==> src/rtl/cfg_frame_parser.sv <==
// ---------------------------------------------------------------------------
// cfg_frame_parser
//
// Parses byte-serial command frames (EB 90 CMD AH AL D3 D2 D1 D0 [CS]) and
// turns them into register-bus write/read strobes. A read frame produces a
// response frame (EB 90 02 AH AL D3 D2 D1 D0 [CS]) on the tx byte stream.
// Rejected frames (byte timeout, unknown command, bad checksum, read data
// timeout) are counted in a saturating error counter.
//
// Build option: define CFG_FRAME_CHECKSUM_EN to carry a trailing checksum byte
// (mod-256 sum of CMD..D0) on both command and response frames. Without it,
// frames are 9 bytes and no checksum logic is built.
//
// Parameters:
//   U_DLY        - legacy register-assignment delay in ns (not modelled here)
//   BYTE_TIMEOUT - max idle clk_sys cycles between two bytes of a frame
//   RD_TIMEOUT   - max cycles to wait for inter_cfg_rd_data_valid
//
// Ports:
//   clk_sys                 in   system clock, rising edge
//   rst_n                   in   asynchronous active-low reset
//   rx_data / rx_valid      in   received byte stream, no backpressure
//   inter_cfg_wr_en         out  one-cycle register write strobe
//   inter_cfg_rd_en         out  one-cycle register read strobe
//   inter_cfg_addr          out  register address (held between strobes)
//   inter_cfg_wr_data       out  register write data (held between strobes)
//   inter_cfg_rd_data       in   register read data
//   inter_cfg_rd_data_valid in   read data qualifier
//   tx_data / tx_valid      out  response byte stream
//   tx_ready                in   downstream accepts on tx_valid && tx_ready
//   frame_err_cnt           out  saturating count of rejected frames
// ---------------------------------------------------------------------------
module cfg_frame_parser #(
    parameter int          U_DLY        = 1,
    parameter logic [31:0] BYTE_TIMEOUT = 32'd1_000_000,
    parameter logic [7:0]  RD_TIMEOUT   = 8'd15
) (
    input  logic        clk_sys,
    input  logic        rst_n,
    input  logic [7:0]  rx_data,
    input  logic        rx_valid,
    output logic        inter_cfg_wr_en,
    output logic        inter_cfg_rd_en,
    output logic [15:0] inter_cfg_addr,
    output logic [31:0] inter_cfg_wr_data,
    input  logic [31:0] inter_cfg_rd_data,
    input  logic        inter_cfg_rd_data_valid,
    output logic [7:0]  tx_data,
    output logic        tx_valid,
    input  logic        tx_ready,
    output logic [15:0] frame_err_cnt
);

    localparam logic [2:0] S_HDR0   = 3'd0;
    localparam logic [2:0] S_HDR1   = 3'd1;
    localparam logic [2:0] S_BODY   = 3'd2;
`ifdef CFG_FRAME_CHECKSUM_EN
    localparam logic [2:0] S_CHK    = 3'd3;
`endif
    localparam logic [2:0] S_EXEC   = 3'd4;
    localparam logic [2:0] S_RDWAIT = 3'd5;
    localparam logic [2:0] S_TX     = 3'd6;

    localparam logic [7:0] CMD_WR = 8'h01;
    localparam logic [7:0] CMD_RD = 8'h02;

`ifdef CFG_FRAME_CHECKSUM_EN
    localparam logic [3:0] TX_LAST = 4'd9;
`else
    localparam logic [3:0] TX_LAST = 4'd8;
`endif

    function automatic logic [15:0] sat_inc(input logic [15:0] v);
        logic [15:0] r;
        if (v == 16'hFFFF) begin
            r = v;
        end else begin
            r = v + 16'd1;
        end
        return r;
    endfunction

`ifdef CFG_FRAME_CHECKSUM_EN
    // Mod-256 sum of the seven payload bytes CMD..D0
    function automatic logic [7:0] sum_bytes(input logic [55:0] f);
        logic [7:0] s;
        s = 8'd0;
        for (int i = 0; i < 7; i++) begin
            s = s + f[i*8 +: 8];
        end
        return s;
    endfunction
`endif

    function automatic logic [7:0] resp_byte(input logic [3:0]  idx,
                                             input logic [15:0] addr,
                                             input logic [31:0] data);
        logic [7:0] b;
        case (idx)
            4'd0:    b = 8'hEB;
            4'd1:    b = 8'h90;
            4'd2:    b = CMD_RD;
            4'd3:    b = addr[15:8];
            4'd4:    b = addr[7:0];
            4'd5:    b = data[31:24];
            4'd6:    b = data[23:16];
            4'd7:    b = data[15:8];
            4'd8:    b = data[7:0];
`ifdef CFG_FRAME_CHECKSUM_EN
            4'd9:    b = sum_bytes({CMD_RD, addr, data});
`endif
            default: b = 8'h00;
        endcase
        return b;
    endfunction

    logic [2:0]  state_r;
    logic [31:0] gap_cnt_r;
    logic [2:0]  body_cnt_r;
    logic [55:0] body_r;       // CMD AH AL D3 D2 D1 D0, CMD in the top byte
    logic [7:0]  rd_cnt_r;
    logic [31:0] rd_data_r;
    logic [3:0]  tx_idx_r;

    logic [55:0] frame_s;
    logic        frame_done_s;
    logic        timeout_s;
    logic        rd_expire_s;

    // The gap counter already holds BYTE_TIMEOUT idle cycles, so one more idle cycle exceeds it
    assign timeout_s   = !rx_valid && (gap_cnt_r >= BYTE_TIMEOUT);
    // Widened compare keeps RD_TIMEOUT = 0 from wrapping
    assign rd_expire_s = (({1'b0, rd_cnt_r} + 9'd1) >= {1'b0, RD_TIMEOUT});

    // Final-byte detection: the frame is complete and good on this clock edge
    always_comb begin
        frame_done_s = 1'b0;
`ifdef CFG_FRAME_CHECKSUM_EN
        frame_s = body_r;
        if ((state_r == S_CHK) && rx_valid && (rx_data == sum_bytes(body_r))) begin
            frame_done_s = 1'b1;
        end else begin
            frame_done_s = 1'b0;
        end
`else
        frame_s = {body_r[47:0], rx_data};
        if ((state_r == S_BODY) && rx_valid && (body_cnt_r == 3'd6)) begin
            frame_done_s = 1'b1;
        end else begin
            frame_done_s = 1'b0;
        end
`endif
    end

    // Register-bus strobes; launched on the final byte so they are high in the EXEC cycle
    always_ff @(posedge clk_sys or negedge rst_n) begin
        if (!rst_n) begin
            inter_cfg_wr_en   <= 1'b0;
            inter_cfg_rd_en   <= 1'b0;
            inter_cfg_addr    <= 16'h0000;
            inter_cfg_wr_data <= 32'h0000_0000;
        end else begin
            inter_cfg_wr_en <= frame_done_s && (frame_s[55:48] == CMD_WR);
            inter_cfg_rd_en <= frame_done_s && (frame_s[55:48] == CMD_RD);
            if (frame_done_s && (frame_s[55:48] == CMD_WR)) begin
                inter_cfg_addr    <= frame_s[47:32];
                inter_cfg_wr_data <= frame_s[31:0];
            end else if (frame_done_s && (frame_s[55:48] == CMD_RD)) begin
                inter_cfg_addr    <= frame_s[47:32];
            end
        end
    end

    // Frame FSM, byte timeout, read wait, response transmitter and error counter
    always_ff @(posedge clk_sys or negedge rst_n) begin
        if (!rst_n) begin
            state_r       <= S_HDR0;
            gap_cnt_r     <= 32'd0;
            body_cnt_r    <= 3'd0;
            body_r        <= 56'd0;
            rd_cnt_r      <= 8'd0;
            rd_data_r     <= 32'h0000_0000;
            tx_idx_r      <= 4'd0;
            tx_valid      <= 1'b0;
            tx_data       <= 8'h00;
            frame_err_cnt <= 16'h0000;
        end else begin
            case (state_r)
                S_HDR0: begin
                    gap_cnt_r <= 32'd0;
                    if (rx_valid && (rx_data == 8'hEB)) begin
                        state_r <= S_HDR1;
                    end
                end
                S_HDR1: begin
                    if (rx_valid) begin
                        gap_cnt_r <= 32'd0;
                        if (rx_data == 8'h90) begin
                            state_r    <= S_BODY;
                            body_cnt_r <= 3'd0;
                        end else if (rx_data != 8'hEB) begin
                            state_r <= S_HDR0;
                        end
                    end else if (timeout_s) begin
                        state_r       <= S_HDR0;
                        frame_err_cnt <= sat_inc(frame_err_cnt);
                    end else begin
                        gap_cnt_r <= gap_cnt_r + 32'd1;
                    end
                end
                S_BODY: begin
                    if (rx_valid) begin
                        gap_cnt_r <= 32'd0;
                        body_r    <= {body_r[47:0], rx_data};
                        if (body_cnt_r == 3'd6) begin
`ifdef CFG_FRAME_CHECKSUM_EN
                            state_r <= S_CHK;
`else
                            state_r <= S_EXEC;
`endif
                        end else begin
                            body_cnt_r <= body_cnt_r + 3'd1;
                        end
                    end else if (timeout_s) begin
                        state_r       <= S_HDR0;
                        frame_err_cnt <= sat_inc(frame_err_cnt);
                    end else begin
                        gap_cnt_r <= gap_cnt_r + 32'd1;
                    end
                end
`ifdef CFG_FRAME_CHECKSUM_EN
                S_CHK: begin
                    if (rx_valid) begin
                        gap_cnt_r <= 32'd0;
                        if (frame_done_s) begin
                            state_r <= S_EXEC;
                        end else begin
                            state_r       <= S_HDR0;
                            frame_err_cnt <= sat_inc(frame_err_cnt);
                        end
                    end else if (timeout_s) begin
                        state_r       <= S_HDR0;
                        frame_err_cnt <= sat_inc(frame_err_cnt);
                    end else begin
                        gap_cnt_r <= gap_cnt_r + 32'd1;
                    end
                end
`endif
                S_EXEC: begin
                    // Strobe is already on the bus this cycle; only sequencing remains
                    if (body_r[55:48] == CMD_RD) begin
                        state_r  <= S_RDWAIT;
                        rd_cnt_r <= 8'd0;
                    end else if (body_r[55:48] == CMD_WR) begin
                        state_r <= S_HDR0;
                    end else begin
                        state_r       <= S_HDR0;
                        frame_err_cnt <= sat_inc(frame_err_cnt);
                    end
                end
                S_RDWAIT: begin
                    if (inter_cfg_rd_data_valid || rd_expire_s) begin
                        rd_data_r <= inter_cfg_rd_data_valid ? inter_cfg_rd_data : 32'h0000_0000;
                        if (!inter_cfg_rd_data_valid) begin
                            frame_err_cnt <= sat_inc(frame_err_cnt);
                        end
                        state_r  <= S_TX;
                        tx_valid <= 1'b1;
                        tx_data  <= 8'hEB;
                        tx_idx_r <= 4'd0;
                    end else begin
                        rd_cnt_r <= rd_cnt_r + 8'd1;
                    end
                end
                S_TX: begin
                    if (tx_ready) begin
                        if (tx_idx_r == TX_LAST) begin
                            tx_valid <= 1'b0;
                            state_r  <= S_HDR0;
                        end else begin
                            tx_idx_r <= tx_idx_r + 4'd1;
                            tx_data  <= resp_byte(tx_idx_r + 4'd1, inter_cfg_addr, rd_data_r);
                        end
                    end
                end
                default: begin
                    state_r  <= S_HDR0;
                    tx_valid <= 1'b0;
                end
            endcase
        end
    end

endmodule

==> config.mk <==
export PLATFORM = sky130hd
export DESIGN_NAME = cfg_frame_parser
export DESIGN_NICKNAME = d
export VERILOG_FILES = /design/src/rtl/cfg_frame_parser.sv
export SDC_FILE = /design/constraint.sdc
export NUM_CORES = 1
export LEC_CHECK = 0
export BUFFER_PORTS_ARGS = -buffer_cell sky130_fd_sc_hd__clkbuf_2
export CAP_MARGIN = 15
export CORE_MARGIN = 2
export CORE_UTILIZATION = 45
export DETAILED_ROUTE_END_ITERATION = 12
export HOLD_SLACK_MARGIN = 0.12
export PLACE_DENSITY = 0.67
export SLEW_MARGIN = 20
export SYNTH_ARGS = -nofsm -noshare
export SYNTH_HDL_FRONTEND = slang
export SYNTH_SLANG_ARGS = --single-unit
==> constraint.sdc <==
create_clock -name clk_sys -period 2.49 [get_ports clk_sys]
set_input_delay 0.249 -clock clk_sys [delete_from_list [all_inputs] [get_ports clk_sys]]
set_output_delay 0.249 -clock clk_sys [all_outputs]
set_load 0.005 [all_outputs]
Word level (Yosys, flattened, before mapping)
Cells that the tools add are included.
{"block": "classes", "n_reduce_logical": 27, "magnitude_cmp": 2, "n_mux": 48, "n_eq_ne": 42, "bitwise_logic": 1, "n_addsub": 6}
{"operator": "16-bit 2-to-1 mux", "n": 9}
{"operator": "32-bit 2-to-1 mux", "n": 3}
{"operator": "8-bit one-hot mux with 9 select lines", "n": 1}
{"operator": "32-bit one-hot mux with 2 select lines", "n": 1}
{"operator": "16-bit one-hot mux with 3 select lines", "n": 1}
{"operator": "3-bit 2-to-1 mux", "n": 15}
{"operator": "8-bit 2-to-1 mux", "n": 5}
{"operator": "32-bit by 1-bit adder with 32-bit output, second input constant", "n": 1}
{"operator": "32-bit by 20-bit greater-or-equal comparator with 1-bit output, second input constant", "n": 1}
{"operator": "8-bit one-hot mux with 2 select lines", "n": 2}
{"operator": "2-bit inequality test, second input constant", "n": 15}
{"operator": "3-bit one-hot mux with 6 select lines", "n": 1}
{"operator": "16-bit by 1-bit adder with 16-bit output, second input constant", "n": 1}
{"operator": "16-bit equality test, second input constant", "n": 1}
{"operator": "4-bit by 3-bit equality test with 1-bit output, second input constant", "n": 4}
{"operator": "8-bit by 1-bit equality test with 1-bit output, second input constant", "n": 2}
{"operator": "8-bit by 2-bit equality test with 1-bit output, second input constant", "n": 2}
{"operator": "8-bit equality test, second input constant", "n": 2}
{"operator": "3-bit equality test, second input constant", "n": 4}
{"operator": "4-bit 2-to-1 mux", "n": 3}
{"operator": "2-bit nonzero test", "n": 5}
{"operator": "8-bit by 1-bit adder with 9-bit output, second input constant", "n": 1}
{"operator": "9-bit by 4-bit greater-or-equal comparator with 1-bit output, second input constant", "n": 1}
{"operator": "8-bit by 1-bit adder with 8-bit output, second input constant", "n": 1}
{"operator": "other kinds (31)", "n": 44}
{"block": "totals", "wordCells": 140, "regBits": 213, "out_inout_bits": 75, "input_bits": 45}

Depth between registers and ports, before layout
Gate-level depths: netlist (run 1).
{"block": "logic_depth", "word_depth": 7, "mapped_depth": 10, "ltp_nobuf": 8}

Worst setup path before layout (run 1)
No wires, ideal clock.
{"block": "synth_timing", "path_type": "flip-flop to flip-flop", "startpoint": "register rd_cnt_r[0]", "endpoint": "register tx_data[1]", "synth_period_minus_slack_ns": 2.335, "path_buffers": 2, "setup_time_ns": 0.129, "stages_incl_launch_ff": 10, "setup_slack_ns": 0.155, "arrival_ns": 2.206, "required_time_ns": 2.361, "path_cell_list": "dfrtp_1 > ha_1 > a311o_1 > nor4_1 > a21oi_1 > or2_2 > buf_2 > and4_1 > buf_2 > a2bb2oi_1"}
{"block": "synth_via", "elab_chain_cells": 5}
{"element": "start, declared", "line_no": "121", "rtl": "logic [7:0] rd_cnt_r;"}
{"element": "start signal, assigned", "line_no": "272", "rtl": "rd_cnt_r <= rd_cnt_r + 8'd1;"}
{"element": "8-bit by 1-bit adder with 9-bit output", "line_no": "133", "rtl": "assign rd_expire_s = (({1'b0, rd_cnt_r} + 9'd1) >= {1'b0, RD_TIMEOUT});"}
{"element": "9-bit by 4-bit greater-or-equal comparator with 1-bit output", "line_no": "133"}
{"element": "1-bit logical OR", "line_no": "262", "rtl": "if (inter_cfg_rd_data_valid || rd_expire_s) begin"}
{"element": "2-bit inequality test (no source line)"}
{"element": "4-bit AND reduction (no source line)"}
{"element": "end signal, assigned", "line_no": "282", "rtl": "tx_data <= resp_byte(tx_idx_r + 4'd1, inter_cfg_addr, rd_data_r);"}
{"element": "end, declared", "line_no": "48", "rtl": "output logic [7:0] tx_data,"}
No other way between the ends.
A chain may end at the register's enable or synchronous reset.

Worst setup path after layout (run 1)
{"block": "layout_timing", "startpoint": "input rx_data[1]", "endpoint": "register body_cnt_r[2]"}
{"block": "layout_via", "elab_chain_cells": 3}
{"element": "start, declared", "line_no": "40", "rtl": "input logic [7:0] rx_data,"}
{"element": "8-bit equality test", "line_no": "198", "rtl": "if (rx_data == 8'h90) begin"}
{"element": "2-bit inequality test (no source line)"}
{"element": "5-bit AND reduction (no source line)"}
{"element": "end signal, assigned", "line_no": "222", "rtl": "body_cnt_r <= body_cnt_r + 3'd1;"}
{"element": "end, declared", "line_no": "119", "rtl": "logic [2:0] body_cnt_r;"}
No other way between the ends.

==> results.toml, run 1 <==
[yosys]
syn_nets = 930
synth_enable_flop_cells = 0
synth_most_common_cell = "dfrtp_1"
syn_area_um2 = 9600
ys.flop_type = "dfrtp_1"
synth_largest_area_cell = "dfrtp_1"
ys_warn_count = 0
syn_inst = 872
netlist.area_leader.share = 0.555
synth.area.top_cells = "dfrtp_1 (56%), mux2_2 (8.8%), nand2_1 (5.0%)"
ys_types = 64
ys_seq_area_frac = 0.555
syn_avg_cell_area_um2 = 11.0
synth_seq_cells = 213
async_reset_ff_frac = 1.00
synthTopCellsByCount = "dfrtp_1 (213), nand2_1 (128), mux2_2 (75)"

[detailed_routing]
drc = 0
wl_per_cell_um = 17.3
antenna_left = 0
routed-via-count = 7402
drtIter0Drc = 536
wl_um = 23100
drt_pass1_iterations = 5
viasPerCell = 5.54

[clock_network]
path_clk_slew_ns = 0.06
cts_made_buffers = 23
cts_root_buf = "clkbuf_16"
clockBufferDepth = 3
cts_num_sinks = 213
clk_latency_ns = 0.51
cts_tree = "done"
htreeDepth = 1

[layout]
final_cells = 1336
antenna_cells = 0
drive_above_1_share = 0.264
final_area_um2 = 11900
area_delta_synth_final_pct = 23.5
nets = 1102
fillerInstances = 1751

[sta]
slew_headroom = 0.587
fin_crit_sh = 0.963
post-route-min-period_ns = 2.40
tightest_slew_ns = 0.614
finalSetupViolCount = 0
fmax_mhz = 417
setup_tns_ns = 0
hold_viol_final = 0
finClkSkew_ns = 0.0172
drv_slew = 0

[grt]
grt_pass1_wl_um = 37900
grt_pass1_vias = 7358
grt_max_degree = 67
grt-ovfl-total = 0
antenna_found_initial = 0
grt_usage = 0.208

[critical_path]
arrival_ns = 2.81
end_kind = "register"
start_kind = "primary input"
worstPathRequired_ns = 2.90
crit_type = "in -> reg"
critPathMaxFanout = 5

[die]
die_x_um = 150
die_area_um2 = 22500
die_h_um = 150
coreArea_um2 = 21000
io_pins = 120
initial_core_util = 0.458
row_count = 53

[run_status]
outcome = "complete, no violations"

[place]
place_area_um2 = 10700
portBuffers = 119
dpl.cell_count = 1252
place.gp.congestion = 0.814
dp_hpwl_um = 15400

[pwr]
p_leak_nw = 5.85
ir_drop_mv = 0.448
p_per_area_nw_per_um2 = 891

[flow_run]
drv_cap = 0

[worst_hold_path]
hold_class = "in -> reg"
==> routing by layer <==
| metal | up-vias | GRT usage | routed length (um) |
|---|---|---|---|
| met2 | 207 | 0.318 | 10600 |
| met5 | - | 0 | 0 |
| met1 | 3647 | 0.296 | 10600 |
| met3 | 64 | 0.0372 | 1060 |
| met4 | 0 | 0.0797 | 816 |
| li1 | 3484 | - | - |
==> sequential cells by signal, summed over array words and instances, names as in the netlist <==
| signal | count |
|---|---|
| inter_cfg_wr_data | 32 |
| inter_cfg_wr_en | 1 |
| frame_err_cnt | 16 |
| tx_data | 8 |
| rd_data_r | 32 |
| tx_valid | 1 |
| state_r | 3 |
| tx_idx_r | 4 |
| inter_cfg_rd_en | 1 |
| body_r | 56 |
| rd_cnt_r | 8 |
| gap_cnt_r | 32 |
| inter_cfg_addr | 16 |
| body_cnt_r | 3 |
==> cell type report <==
class | count | area, um2 | area share
Sequential cell | 213 | 5330 | 0.450
Multi-Input combinational cell | 587 | 4000 | 0.337
Timing Repair Buffer | 197 | 1340 | 0.113
Clock buffer | 36 | 694 | 0.0586
Tap cell | 275 | 344 | 0.0290
Inverter | 22 | 82.6 | 0.00696
Clock inverter | 6 | 61.3 | 0.00517
==> layout by cell type (no fill, tap or decap), types with 6 or more instances in the layout <==
cell type | synthesis | final
nor2_1 | 26 | 26
nand3_1 | 26 | 26
clkbuf_16 | 0 | 23
and3_1 | 24 | 24
o21ai_0 | 44 | 43
a21o_1 | 6 | 6
xor2_1 | 12 | 12
ha_1 | 13 | 12
inv_1 | 22 | 22
nor4_1 | 15 | 14
buf_4 | 1 | 33
clkbuf_8 | 0 | 7
a22o_1 | 37 | 37
o31ai_1 | 12 | 12
dfrtp_1 | 213 | 212
nor2b_1 | 11 | 11
clkbuf_2 | 1 | 118
a221oi_1 | 7 | 7
xnor2_1 | 10 | 10
nand2_1 | 128 | 128
clkbuf_1 | 31 | 6
dlygate4sd3_1 | 0 | 41
nor3_1 | 14 | 14
nand4_1 | 17 | 17
mux2i_1 | 8 | 8
mux2_2 | 75 | 75
a21oi_1 | 18 | 18
==> critical path: stages <==
cell	delay [ns]
dlygate4sd3_1	0.53
clkbuf_2	0.16
or4b_1	0.56
nor4_2	0.32
buf_4	0.18
a22o_1	0.11
nand3_1	0.17
or3_1	0.36
o21ai_0	0.17
==> kinds of logic (layout without fill, tap and decap cells) <==
kind of cell               count (synthesis)  in the layout  synth area share
DFF                                      213            213             0.555
buffers and inverters                     72            261            0.0310
muxes                                     83             83            0.0963
AOI/OAI and AO/OA                        168            168             0.124
xor gates and xnor gates                  23             23            0.0218
and+or+nand+nor                          300            300             0.155
adders and majority gates                 13             13            0.0169
==> path summary, 6_finish.rpt <==
check	depth (start not counted)	start	end	slack (ns)
worst min register to register	2	inter_cfg_wr_data[28]	inter_cfg_wr_data[28]	0.47
max in group asynchronous	3	rst_n	rd_cnt_r[0]	1.39
worst max-delay path	9	rx_data[1]	body_cnt_r[2]	0.09
worst min-delay path	3	tx_ready	tx_valid	0.15
min in group asynchronous	2	rst_n	gap_cnt_r[8]	0.24
worst max register to register	7	tx_idx_r[0]	state_r[0]	0.19
==> report_power, final <==
part | total [mW] | internal, mW | leakage [nW] | switching [mW]
clock | 3.36 | 2.02 | 0.371 | 1.34
sequential | 4.71 | 4.11 | 2.86 | 0.597
combinational | 2.51 | 1.23 | 2.62 | 1.28
==> timing repair <==
item,4_1_cts,5_1_grt
hold buffers,41,0
endpoints found under the setup margin,0,39
buffers inserted,0,1
hold endpoints to repair,221,0
gates resized for setup,0,5
==> per-stage QoR <==
step	setup WS, ns	util	total power, mW	hold WS [ns]
after floorplan	0.155	-	6.29	-0.0466
after global placement	0.138	0.509	7.08	0.176
after detailed placement	0.115	0.509	7.16	0.168
after CTS	0.110	0.565	10.6	0.130
after global routing	-0.0632	0.566	11.1	0.158
final	0.0921	0.566	10.6	0.153
No activity file was read; power rests on OpenSTA's default activity.
==> inputs of run 2 (changes only) <==
==> config.mk (replaced) <==
export PLATFORM = sky130hd
export DESIGN_NAME = cfg_frame_parser
export DESIGN_NICKNAME = d
export VERILOG_FILES = /design/src/rtl/cfg_frame_parser.sv
export SDC_FILE = /design/constraint.sdc
export NUM_CORES = 1
export LEC_CHECK = 0
export BUFFER_PORTS_ARGS = -buffer_cell sky130_fd_sc_hd__buf_2
export CAP_MARGIN = 15
export CORE_UTILIZATION = 46
export DETAILED_ROUTE_END_ITERATION = 12
export HOLD_SLACK_MARGIN = 0.12
export PLACE_DENSITY = 0.68
export SLEW_MARGIN = 20
export SYNTH_ARGS = -nofsm -noshare
export SYNTH_HDL_FRONTEND = slang
export SYNTH_SLANG_ARGS = --single-unit
==> run 2 against run 1 <==
Sequential cell count unchanged. Register-to-register slack got worse by 0.06 ns. Critical path depth unchanged. Setup slack improved by 0.036 ns. Clock skew decreased by 0.0068 ns. Via count decreased by 0.45%. Routed wire length decreased by 0.10%. Maximum frequency increased by 1.5%. Sequential share of layout area decreased by 0.55 points.
==> results.toml, run 2 (same netlist as run 1, synthesis figures left out) <==
[critical_path]
worstPathRequired_ns = 2.88
critPathMaxFanout = 7
slowest_stage = "dfrtp_1"
crit_chain = "inv_1, ha_1, o21bai_1, a211oi_1, nor3_2, buf_4, or2_4, and4_4, mux2_2"
start_kind = "register"
slowest_delay_ns = 0.39
regToRegEndpoint = "tx_idx_r[3]"
r2r_slack_ns = 0.13
end_kind = "register"
arrival_ns = 2.75
critPathTopFamily = "simple AND/OR/NAND/NOR gates"
crit_type = "reg -> reg"
r2r-start = "rd_cnt_r[0]"
crit_buf_inv = 2
r2r_cells = 9

[pwr]
p_leak_nw = 5.98
clockPowerShare = 0.335
power_mw = 10.9
swShare = 0.301
switching_power_mw = 3.29
pwr-share-comb = 0.238
seq_power_share = 0.427
p_int_mw = 7.62
p_per_area_nw_per_um2 = 909
ir_drop_mv = 0.505

[sta]
post-route-min-period_ns = 2.36
tightest_slew_ns = 0.625
drv_slew = 0
slew_headroom = 0.583
fmax_mhz = 423
hold_viol_final = 0
timing.hold.ws_ns = 0.155
finalSetupViolCount = 0
setup_tns_ns = 0
rsz0062_at_grt = "yes"
fin_crit_sh = 0.949
finClkSkew_ns = 0.0104

[grt]
grt-ovfl-total = 0
grt_pass1_wl_um = 37500
antenna_found_initial = 0
grt_pass1_vias = 7192
grt_usage = 0.216
grt_max_degree = 80

[detailed_routing]
viasPerCell = 5.52
wl_per_cell_um = 17.3
drtIter0Drc = 424
routed-via-count = 7369
antenna_left = 0
drc = 0
drt_pass1_iterations = 6
wl_um = 23100

[clock_network]
htreeDepth = 1
clk_latency_ns = 0.51
cts_made_buffers = 24
cts_num_sinks = 213
cts_root_buf = "clkbuf_16"
clockBufferDepth = 3
cts_tree = "done"
path_clk_slew_ns = 0.06

[flow_run]
drv_cap = 0

[layout]
nets = 1105
multi_input_area_um2 = 4030
final_common_cell = "dfrtp_1"
final_cells = 1335
fillerInstances = 1668
largest_register_ffs = 56
top_register = "body_r"
drive_above_1_share = 0.275
final-seq-area_um2 = 5330
area_delta_synth_final_pct = 25.0
mostFrequentLayoutCells = "dfrtp_1 (213), nand2_1 (128), buf_2 (118)"
antenna_cells = 0

[die]
row_count = 52
coreArea_um2 = 20400
initial_core_util = 0.472
die_area_um2 = 21500
io_pins = 120
die_h_um = 146
die_x_um = 146

[worst_hold_path]
holdPathEnd = "tx_valid"
hold_class = "in -> reg"
min-delay-start = "tx_ready"
holdPathStages = 3

[place]
place.gp.congestion = 0.874
dp_hpwl_um = 15100
portBuffers = 119
dpl.cell_count = 1248

[run_status]
outcome = "complete, no violations"
run 2: changes by cell type in the layout (fill, tap and decap cells not counted), moves of 2 or more:
cell,change
buf_2,+118
clkbuf_1,-6
clkbuf_2,-118
clkbuf_8,-3
bufinv_16,+2
clkinv_2,+8
clkbuf_16,+3
run 2: layer usage:
layer	vias to the layer above	track usage	wire length [um]
met3	57	0.0409	1250
met4	0	0.0781	758
met5	-	0	0
met2	222	0.332	10400
met1	3588	0.304	10700
li1	3502	-	-
run 2: area by class of cell:
type | count | area share
clock inverter | 15 | 0.0128
inverter | 22 | 0.00688
multi-input combinational | 587 | 0.336
tap | 270 | 0.0281
sequential | 213 | 0.444
timing repair buffer | 199 | 0.115
clock buffer | 29 | 0.0567
run 2: what timing repair did:
item,in CTS,in global routing
endpoints found under the setup margin,0,54
setup buffers,0,1
endpoints found under the hold margin,122,0
gates resized for setup,0,12
hold buffers,41,0
run 2: power groups by stage:
| stage | logic [mW] | registers (mW) | clock network (mW) |
|---|---|---|---|
| after floorplan | 1.77 | 4.51 | 0 |
| after global placement | 2.41 | 4.69 | 0 |
| after detailed placement | 2.48 | 4.69 | 0 |
| after CTS | 2.54 | 4.65 | 3.74 |
| after global routing | 2.88 | 4.75 | 3.86 |
| final | 2.60 | 4.66 | 3.65 |
run 2: how the worst max path moves through the flow:
stage	from	depth (start not counted)	slack, ns	end
floorplan	rd_cnt_r[0]	9	0.15	tx_data[1]
global route	rd_cnt_r[0]	10	-0.02	tx_data[0]
detailed placement	rd_cnt_r[0]	10	0.09	tx_data[0]
global placement	rd_cnt_r[0]	9	0.13	tx_data[1]
CTS	rd_cnt_r[0]	9	0.09	tx_idx_r[2]
finish	rd_cnt_r[0]	9	0.13	tx_idx_r[3]
run 2: stage by stage:
| step | setup slack, ns | util | instance area [um2] |
|---|---|---|---|
| 2_1_floorplan | 0.155 | - | 9600 |
| 3_3_place_gp | 0.131 | 0.524 | 10700 |
| 3_5_place_dp | 0.0901 | 0.524 | 10700 |
| 4_1_cts | 0.0884 | 0.585 | 11900 |
| 5_1_grt | -0.0179 | 0.589 | 12000 |
| 6_report | 0.128 | 0.589 | 12000 |
run 2: tightest hold or removal path: cells and delay by family:
kind / cells / cell delay, ns
simple gates: 1 / 0.13
compound gates: 1 / 0.11
buf+inv: 1 / 0.12
